==> config.mk <==
export PLATFORM = sky130hd
export DESIGN_NAME = ucode_loader
export DESIGN_NICKNAME = d
export VERILOG_FILES = /design/src/rtl/ucode_loader.sv
export SDC_FILE = /design/constraint.sdc
export NUM_CORES = 1
export LEC_CHECK = 0
export ABC_AREA = 1
export ABC_CLOCK_PERIOD_IN_PS = 2200
export CAP_MARGIN = 40
export CORE_UTILIZATION = 62
export CTS_BUF_LIST = sky130_fd_sc_hd__clkbuf_4
export CTS_CLUSTER_DIAMETER = 60
export DETAILED_ROUTE_END_ITERATION = 6
export PLACE_DENSITY = 0.85
export RECOVER_POWER = 25
export SKIP_CTS_REPAIR_TIMING = 1
export SLEW_MARGIN = 20
export SYNTH_ARGS = -nofsm -noshare
export SYNTH_HDL_FRONTEND = slang
export SYNTH_SLANG_ARGS = --single-unit
==> constraint.sdc <==
create_clock -name clk -period 2.2 [get_ports clk]
set_input_delay 0.22 -clock clk [delete_from_list [all_inputs] [get_ports clk]]
set_output_delay 0.22 -clock clk [all_outputs]
set_load 0.005 [all_outputs]
==> src/rtl/ucode_loader.sv <==
// ucode_loader: writer side of the microcode control store.
// Accepts a framed byte stream (HEADER, ADDR, COUNT, COUNT*BPW payload bytes MSB-first, CSUM),
// assembles WORD_W-bit microwords and strobes them into the control store, holding the CPU off
// while a frame is in flight.
// Optional macro UCODE_LOADER_TIMEOUT_EN: aborts a stalled frame after TIMEOUT_CYCLES idle cycles.
module ucode_loader #(
    parameter int          ADDR_W         = 8,
    parameter int          WORD_W         = 48,
    parameter logic [7:0]  HEADER         = 8'hA5,
    parameter int          TIMEOUT_CYCLES = 65535
) (
    input  logic              clk,
    input  logic              reset,
    input  logic [7:0]        rx_data,
    input  logic              rx_valid,
    output logic              rx_ready,
    output logic              wr_en,
    output logic [ADDR_W-1:0] wr_addr,
    output logic [WORD_W-1:0] wr_data,
    output logic              cpu_hold,
    output logic              done,
    output logic              err
);

    localparam int BPW = WORD_W / 8;
    localparam int BCW = (BPW > 1) ? $clog2(BPW) : 1;

    // Reject parameter sets the datapath cannot represent.
    if ((WORD_W % 8) != 0 || WORD_W < 16 || TIMEOUT_CYCLES < 1 || TIMEOUT_CYCLES > 65535) begin : g_bad_param
        $error("ucode_loader: unsupported WORD_W/TIMEOUT_CYCLES");
    end

    typedef enum logic [2:0] {
        S_IDLE,
        S_ADDR,
        S_COUNT,
        S_PAYLOAD,
        S_WRITE,
        S_CSUM
    } state_t;

    state_t            state;
    logic [7:0]        csum;
    logic [8:0]        wcnt;
    logic [BCW-1:0]    bcnt;
    logic [WORD_W-1:0] sreg;
    logic [WORD_W-1:0] shifted;
    logic              accept;
    logic              timeout;

    assign accept  = rx_valid && rx_ready;
    assign shifted = {sreg[WORD_W-9:0], rx_data};

`ifdef UCODE_LOADER_TIMEOUT_EN
    localparam logic [15:0] TO_LIM = 16'(TIMEOUT_CYCLES);
    logic [15:0] idle_cnt;

    assign timeout = (state inside {S_ADDR, S_COUNT, S_PAYLOAD, S_CSUM}) && (idle_cnt == TO_LIM);

    // Inter-byte idle counter: cleared on every accepted byte, frozen during the write cycle.
    always_ff @(posedge clk or negedge reset) begin
        if (!reset) begin
            idle_cnt <= '0;
        end else if (timeout || accept || state == S_IDLE) begin
            idle_cnt <= '0;
        end else if (state != S_WRITE) begin
            idle_cnt <= idle_cnt + 16'd1;
        end
    end
`else
    assign timeout = 1'b0;
`endif

    // Frame parser FSM with registered handshake, write strobe and status outputs.
    always_ff @(posedge clk or negedge reset) begin
        if (!reset) begin
            state    <= S_IDLE;
            rx_ready <= 1'b0;
            wr_en    <= 1'b0;
            wr_addr  <= '0;
            wr_data  <= '0;
            cpu_hold <= 1'b0;
            done     <= 1'b0;
            err      <= 1'b0;
            csum     <= '0;
            wcnt     <= '0;
            bcnt     <= '0;
            sreg     <= '0;
        end else begin
            wr_en <= 1'b0;
            done  <= 1'b0;
            if (timeout) begin
                // Stalled frame: drop the partial word and release the CPU with an error.
                state    <= S_IDLE;
                rx_ready <= 1'b1;
                cpu_hold <= 1'b0;
                err      <= 1'b1;
                bcnt     <= '0;
            end else begin
                case (state)
                    S_IDLE: begin
                        rx_ready <= 1'b1;
                        if (accept && rx_data == HEADER) begin
                            state    <= S_ADDR;
                            cpu_hold <= 1'b1;
                            err      <= 1'b0;
                            csum     <= '0;
                        end
                    end
                    S_ADDR: begin
                        if (accept) begin
                            wr_addr <= ADDR_W'(rx_data);
                            csum    <= csum + rx_data;
                            state   <= S_COUNT;
                        end
                    end
                    S_COUNT: begin
                        if (accept) begin
                            wcnt  <= (rx_data == 8'd0) ? 9'd256 : {1'b0, rx_data};
                            csum  <= csum + rx_data;
                            bcnt  <= '0;
                            state <= S_PAYLOAD;
                        end
                    end
                    S_PAYLOAD: begin
                        if (accept) begin
                            csum <= csum + rx_data;
                            sreg <= shifted;
                            if (bcnt == BCW'(BPW - 1)) begin
                                wr_data  <= shifted;
                                wr_en    <= 1'b1;
                                rx_ready <= 1'b0;
                                bcnt     <= '0;
                                state    <= S_WRITE;
                            end else begin
                                bcnt <= bcnt + BCW'(1);
                            end
                        end
                    end
                    S_WRITE: begin
                        rx_ready <= 1'b1;
                        wr_addr  <= wr_addr + ADDR_W'(1);
                        wcnt     <= wcnt - 9'd1;
                        state    <= (wcnt == 9'd1) ? S_CSUM : S_PAYLOAD;
                    end
                    S_CSUM: begin
                        if (accept) begin
                            state    <= S_IDLE;
                            cpu_hold <= 1'b0;
                            if (rx_data == csum) begin
                                done <= 1'b1;
                            end else begin
                                err <= 1'b1;
                            end
                        end
                    end
                    default: begin
                        state    <= S_IDLE;
                        rx_ready <= 1'b1;
                        cpu_hold <= 1'b0;
                    end
                endcase
            end
        end
    end

endmodule

==> out/qor.txt <==
Mapped Cells: 695
Routed Wire Length: 13100 um
Clock transition at path regs: 0.12 ns
1st-pass router iterations: 7
Initial cell density of the core: 64.9%
Layout cells sized above 1: 8.45%
Pre-CTS WS: 0.198 ns
Synth warn: 0
Max-slew violations: 0
Multi-input logic area: 0.00213 sq mm
Worst-margin pin slew: 1.11 ns
Die X: 98.0 um
Root Driver: clkbuf_4
Die area: 0.00960 sq mm
CP Buf/Inv Count: 1
Clock power frac: 18.4%
Post-layout min period: 1.76 ns
Clk Latency, worst-skew pair: 0.53 ns
DP Wirelength: 9250 um
Highest Clock Rate: 569 MHz
Combinational share of power: 39.2%
CTS H-Tree Depth: 4
Status: complete, but fails checks
Final setup viols: 0
Reg2Reg Setup Slack: 0.46 ns
Synth cell types: 28
Post-Syn Area: 0.00571 sq mm
TritonCTS Buffers: 17
Crit path DAT: 1.54 ns
Core area: 0.00881 sq mm
CP top delay family: buffers and inverters
Largest cells by area after synthesis: dfrtp_1 54%, nand2_1 14%, inv_1 5.3%, o21ai_0 5.2%, nand3_1 4.1%
Worst setup SP type: register
Net Sw Power: 3.63 mW
Leakage dissipation: 3.41 nW
Vias per inst: 5.43
Met3 wire len: 562 um
Worst slew margin: 25.9%
Filler cell count: 664
Clock sink count: 124
First-pass GRT wire length: 22400 um
Power per cell area: 1390 mW/mm^2
Worst-path cell chain: clkdlybuf4s50_1
Clk buf depth: 2
Antenna cell count: 0
DR iter-0 viols: 379
Wire length per cell: 14.6 um
Peak supply drop: 0.000777 V
Cell taking the most area after synthesis: dfrtp_1
CP peak stage delay: 0.55 ns
Setup WS post-layout: 0.441 ns
Net Sw Frac: 37.8%
Post-Route Skew: 0.0229 ns
Sequential Area: 0.00310 sq mm
Pin count of the biggest net entering global routing: 48
Syn_nets: 717
Share of the synthesized area in the top cell type: 54.3%
Initial antenna violation count: 0
Die Y: 98.0 um
WS Path Type: reg2out
DR top layer: met4
Grt total ovfl: 0
Global Route Usage Sum: 30.1%
CTS tree: built
Syn Area/Cell: 8.22 sq um
Slowest CP cell: clkdlybuf4s50_1
Row cnt: 34
Nets: 802
Area growth syn-to-layout: 20.5%
Number of remaining DRC errors: 7
Met2 WL post-DR: 6280 um
RSZ-0062 raised after global routing: false
Final Hold Vio Count: 0
I/O pins: 72
Hold Path Class: in2reg
Number of global-route vias before repair: 4673
Crit path capture type: primary output
Max-Cap Viols: 0
Sequential power share: 42.4%
FF+latch count, synth: 124
Int Pwr: 5.97 mW
Maximum fanout along the worst path: 5
Period Utilization, post-route: 79.9%
Sequential area share after synthesis: 54.3%
Setup tns final: 0 ns
Required @ worst endpoint: 1.98 ns
Vias: 4895
Met1 WL: 6060 um
RePlAce Congestion: 0.930
# port buffers: 71
Failing checks: design-rule violations
Final design utilization: 78.2%
Detail Route Antenna Nets: 0
## cells in the mapped netlist
cell / count
nand2_1: 220
dfrtp_1: 124
inv_1: 81
o21ai_0: 59
nand3_1: 47
nor2_1: 43
o21ai_1: 30
a21oi_1: 12
buf_2: 11
ha_1: 10
nand4_1: 7
inv_2: 6
buf_6: 5
nor2_2: 5
nor3_1: 5
o211ai_1: 5
clkbuf_1: 4
buf_4: 3
nand2_2: 3
nand3b_1: 3
o21bai_1: 3
or2_2: 3
a31oi_1: 1
fa_1: 1
nor2_4: 1
or2_0: 1
xnor2_1: 1
xor2_1: 1
## final timing paths
| check | from | endpoint | cells past startpoint |
|---|---|---|---|
| max | wr_addr[0] | wr_addr[0] | 1 |
| min | rx_data[1] | wr_data[1] | 3 |
| max reg2reg | state[2] | wr_data[45] | 9 |
| min reg2reg | sreg[36] | wr_data[44] | 2 |
| max in group asynchronous | reset | wr_data[36] | 3 |
| min in group asynchronous | reset | sreg[17] | 2 |
## power groups by stage
stage	combinational (mW)	clock [mW]	sequential, mW
final	3.77	1.77	4.07
after global routing	4.26	1.90	4.18
after CTS	3.77	1.79	4.05
after detailed placement	3.74	0	4.08
after global placement	3.60	0	4.04
after floorplan	2.09	0	3.97
## per-layer routing
layer  GRT usage, %  up-vias
li1               -     2379
met1           42.7     2350
met2           46.6      144
met3           6.16       22
met4           10.3        0
met5              0        -
## registers in the layout (all words and copies together), names as in the netlist, 3 cells and up
register,flops
wcnt,9
wr_addr,8
sreg,40
bcnt,3
state,3
csum,8
wr_data,48
## per-stage QoR
step	hold slack [ns]	instance area (sq um)	std cells	power, mW
after floorplan	-0.0756	5710	695	6.06
after global placement	0.259	6560	868	7.64
after detailed placement	0.259	6560	868	7.82
after CTS	-0.343	6880	900	9.62
after global routing	0.359	6880	901	10.3
final	0.371	6880	901	9.60
## cell type report
class	count	share of cell area (%)
inverter	87	4.74
clock buffer	18	1.96
tap	108	1.96
sequential	124	45.1
clock inverter	14	2.67
multi-input combinational	461	31.0
timing repair buffer	89	12.6
## logic make-up (layout without fill, tap and decap cells)
| logic type | after synthesis | after routing | share of synthesized area (%) |
|---|---|---|---|
| XOR/XNOR | 2 | 2 | 0.307 |
| AO/OA/AOI/OAI | 110 | 110 | 10.0 |
| buffers and inverters | 110 | 208 | 8.32 |
| flip-flops | 124 | 124 | 54.3 |
| AND/OR/NAND/NOR | 338 | 338 | 24.5 |
| adder cells (fa/ha/maj) | 11 | 11 | 2.54 |
## placed cells by master, fill, tap and decap left out, drive strengths merged
cell type / count
nand2: 223
nand3b: 3
a21oi: 12
clkdlybuf4s50: 70
clkinv: 1
o211ai: 5
nand4: 7
a31oi: 1
inv: 93
o21ai: 89
fa: 1
clkbuf: 20
xnor2: 1
nand3: 47
or2: 4
buf: 16
nor2: 49
o21bai: 3
ha: 10
bufinv: 3
clkinvlp: 4
dfrtp: 124
nor3: 5
dlygate4sd3: 1
xor2: 1
No activity file was read; power rests on OpenSTA's default activity.
==> patch, RTL diff (same flow settings) <==
Encoding of `state_t`: now one-hot (6 bits for 6 states).
--- a/src/rtl/ucode_loader.sv
+++ b/src/rtl/ucode_loader.sv
@@ -32,9 +32,9 @@
 
-    typedef enum logic [2:0] {
-        S_IDLE,
-        S_ADDR,
-        S_COUNT,
-        S_PAYLOAD,
-        S_WRITE,
-        S_CSUM
+    typedef enum logic [5:0] {
+        S_IDLE    = 6'b000001,
+        S_ADDR    = 6'b000010,
+        S_COUNT   = 6'b000100,
+        S_PAYLOAD = 6'b001000,
+        S_WRITE   = 6'b010000,
+        S_CSUM    = 6'b100000
     } state_t;
Function: same outputs for any inputs over 10 cycles, from zero or initial values and one cycle with reset low; not proved beyond that.
==> patch against the original RTL <==
- the flow still finishes with violations (DRC)
- synthesized cell count shrank 4.7%
- via count shrank 2.3%
- routed wire length decreased by 2.9%
- design area rose by 0.75%
- worst setup slack got worse by 87 ps
- critical path depth is 6 higher
- area after synthesis grew 0.68%
- sequential cell count rose by 3
- final cell count shrank 3.8%
- core utilization increased by 0.20 points
- die area is 0.66% higher
Power is not compared: it rests on default switching activity, and its combinational part moved more than twofold at a synthesized area within 25%.
==> patch: results (changes against the original RTL) <==
Status
  • Status: finished, violations left (unchanged)
  • Failing checks: DRC (unchanged)

Placed design
  • RePlAce Congestion: 0.875 (was 0.930)
  • Pre-CTS WS: 127 ps (was 198 ps)
  • Cell area after placement: 6630 um2 (was 6560 um2)
  • Post-DP HPWL: 9.11 mm (was 9.25 mm)
  • PortBufs: 71 (unchanged)

Synthesis
  • Synth area leaders: dfrtp_1 55%, nand2_1 13%, inv_1 4.8%, o21ai_1 4.6%, o21ai_0 3.9% (was dfrtp_1 54%, nand2_1 14%, inv_1 5.3%, o21ai_0 5.2%, nand3_1 4.1%)
  • Most frequent cells after synthesis: 194 x nand2_1, 126 x dfrtp_1, 74 x inv_1, 53 x o21ai_1, 45 x o21ai_0 (was 220 x nand2_1, 124 x dfrtp_1, 81 x inv_1, 59 x o21ai_0, 47 x nand3_1)
  • Syn Nets: 684 (was 717)
  • Post-synthesis adder-cell area fraction: 2.52% (was 2.54%)
  • Synth Area in Compound Gates: 11.2% (was 10.0%)
  • Seq/Total Area, Yosys: 55.3% (was 54.3%)
  • Top FF cell, synth: dfrtp_1 (unchanged)
  • Count of cell types in the netlist: 37 (was 28)
  • Post-synthesis xor/xnor area fraction: 0.609% (was 0.307%)
  • Cells after synthesis: 662 (was 695)

Worst setup path
  • Reg2Reg Setup Slack: 350 ps (was 460 ps)
  • CP max stage delay: 430 ps (was 550 ps)
  • CP endpoint: wr_addr[0] (unchanged)
  • Critical Path Slowest Stage Cell: dfrtp_1 (was clkdlybuf4s50_1)
  • CP top delay family: simple AND/OR/NAND/NOR gates (was buffers and inverters)
  • Reg2reg start: rx_ready (was state[2])
  • Worst Path Class, Setup: reg -> reg (was reg -> out)
  • Critical Path AT: 2270 ps (was 1540 ps)
  • Reg2Reg Depth: 7 (was 9)
  • Worst-path maximum fanout: 9 (was 5)

STA
  • Final Skew: 19.5 ps (was 22.9 ps)
  • Worst-margin pin slew: 1260 ps (was 1110 ps)
  • Final min period: 1850 ps (was 1760 ps)

Routing
  • Remaining DRCs: 6 (was 7)
  • DRT iter0 DRCs: 274 (was 379)
  • Routed Wire Length: 12.7 mm (was 13.1 mm)
  • M1 WL: 5.93 mm (was 6.06 mm)
  • DR vias: 4780 (was 4895)
  • Detail Route met2 WL: 5.95 mm (was 6.28 mm)

Clocking
  • Clk_lat worst skew: 500 ps (was 530 ps)

Global routing
  • Largest net degree at the start of global routing: 78 (was 48)
  • Tot GR Track Use: 29.2% (was 30.1%)
  • GR Layer Usage met2: 45.7% (was 46.6%)
  • Grt met3 use: 6.01% (was 6.16%)
  • Met1 Track Usage GR: 41.8% (was 42.7%)
  • Global-route wire length before repair: 22.3 mm (was 22.4 mm)
  • Vias in the first global route: 4657 (was 4673)

Worst hold path
  • Hold Crit Class: in -> async (was in -> reg)

Final layout
  • Area of the multi-input gates: 2140 um2 (was 2130 um2)
  • # fillers: 634 (was 664)
  • Nets: 769 (was 802)
  • Non-filler cells, final: 867 (was 901)
==> patch: cell types whose count changed in the layout (fill, tap and decap cells not counted), sizes merged, moves of 3 or more <==
cell      delta
a21oi        -6
inv         -12
nor2        -15
o21ai        +9
xor2         +3
clkinvlp     -3
nand2       -27
clkinv       +6
nand4        +6
==> patch: cell families after synthesis <==
| group | count (synthesis) |
|---|---|
| buffers and inverters | 99 |
| AO/OA/AOI/OAI | 121 |
| AND/OR/NAND/NOR | 300 |
| XOR/XNOR | 4 |
| flip-flops | 127 |
| adder cells (fa/ha/maj) | 11 |
==> patch: power groups by stage <==
stage | registers (mW) | clock network, mW | logic (mW)
3_3_place_gp | 2.93 | 0 | 1.53
2_1_floorplan | 2.90 | 0 | 1.02
4_1_cts | 2.91 | 1.76 | 1.57
5_1_grt | 2.95 | 1.87 | 1.79
3_5_place_dp | 2.95 | 0 | 1.57
6_report | 2.91 | 1.73 | 1.57
==> patch: how the worst min path moves through the flow <==
| stage | startpoint | endpoint | slack (ps) |
|---|---|---|---|
| 6_report | reset | rx_ready | 340 |
| 5_1_grt | reset | sreg[36] | 380 |
| 4_1_cts | reset | state[5] | -320 |
| 3_5_place_dp | reset | state[1] | 240 |
| 3_3_place_gp | reset | state[1] | 240 |
| 2_1_floorplan | reset | bcnt[0] | -80 |
==> patch: cell type report <==
class | count | area share (%)
sequential | 127 | 45.8
multi-input combinational | 436 | 30.8
timing repair buffer | 87 | 12.6
inverter | 78 | 4.29
clock inverter | 14 | 2.63
tap | 108 | 1.95
clock buffer | 17 | 1.84
==> patch: worst min-delay path, delay by kind of cell <==
kind | cells | cell delay (ps)
buf+inv | 3 | 1040
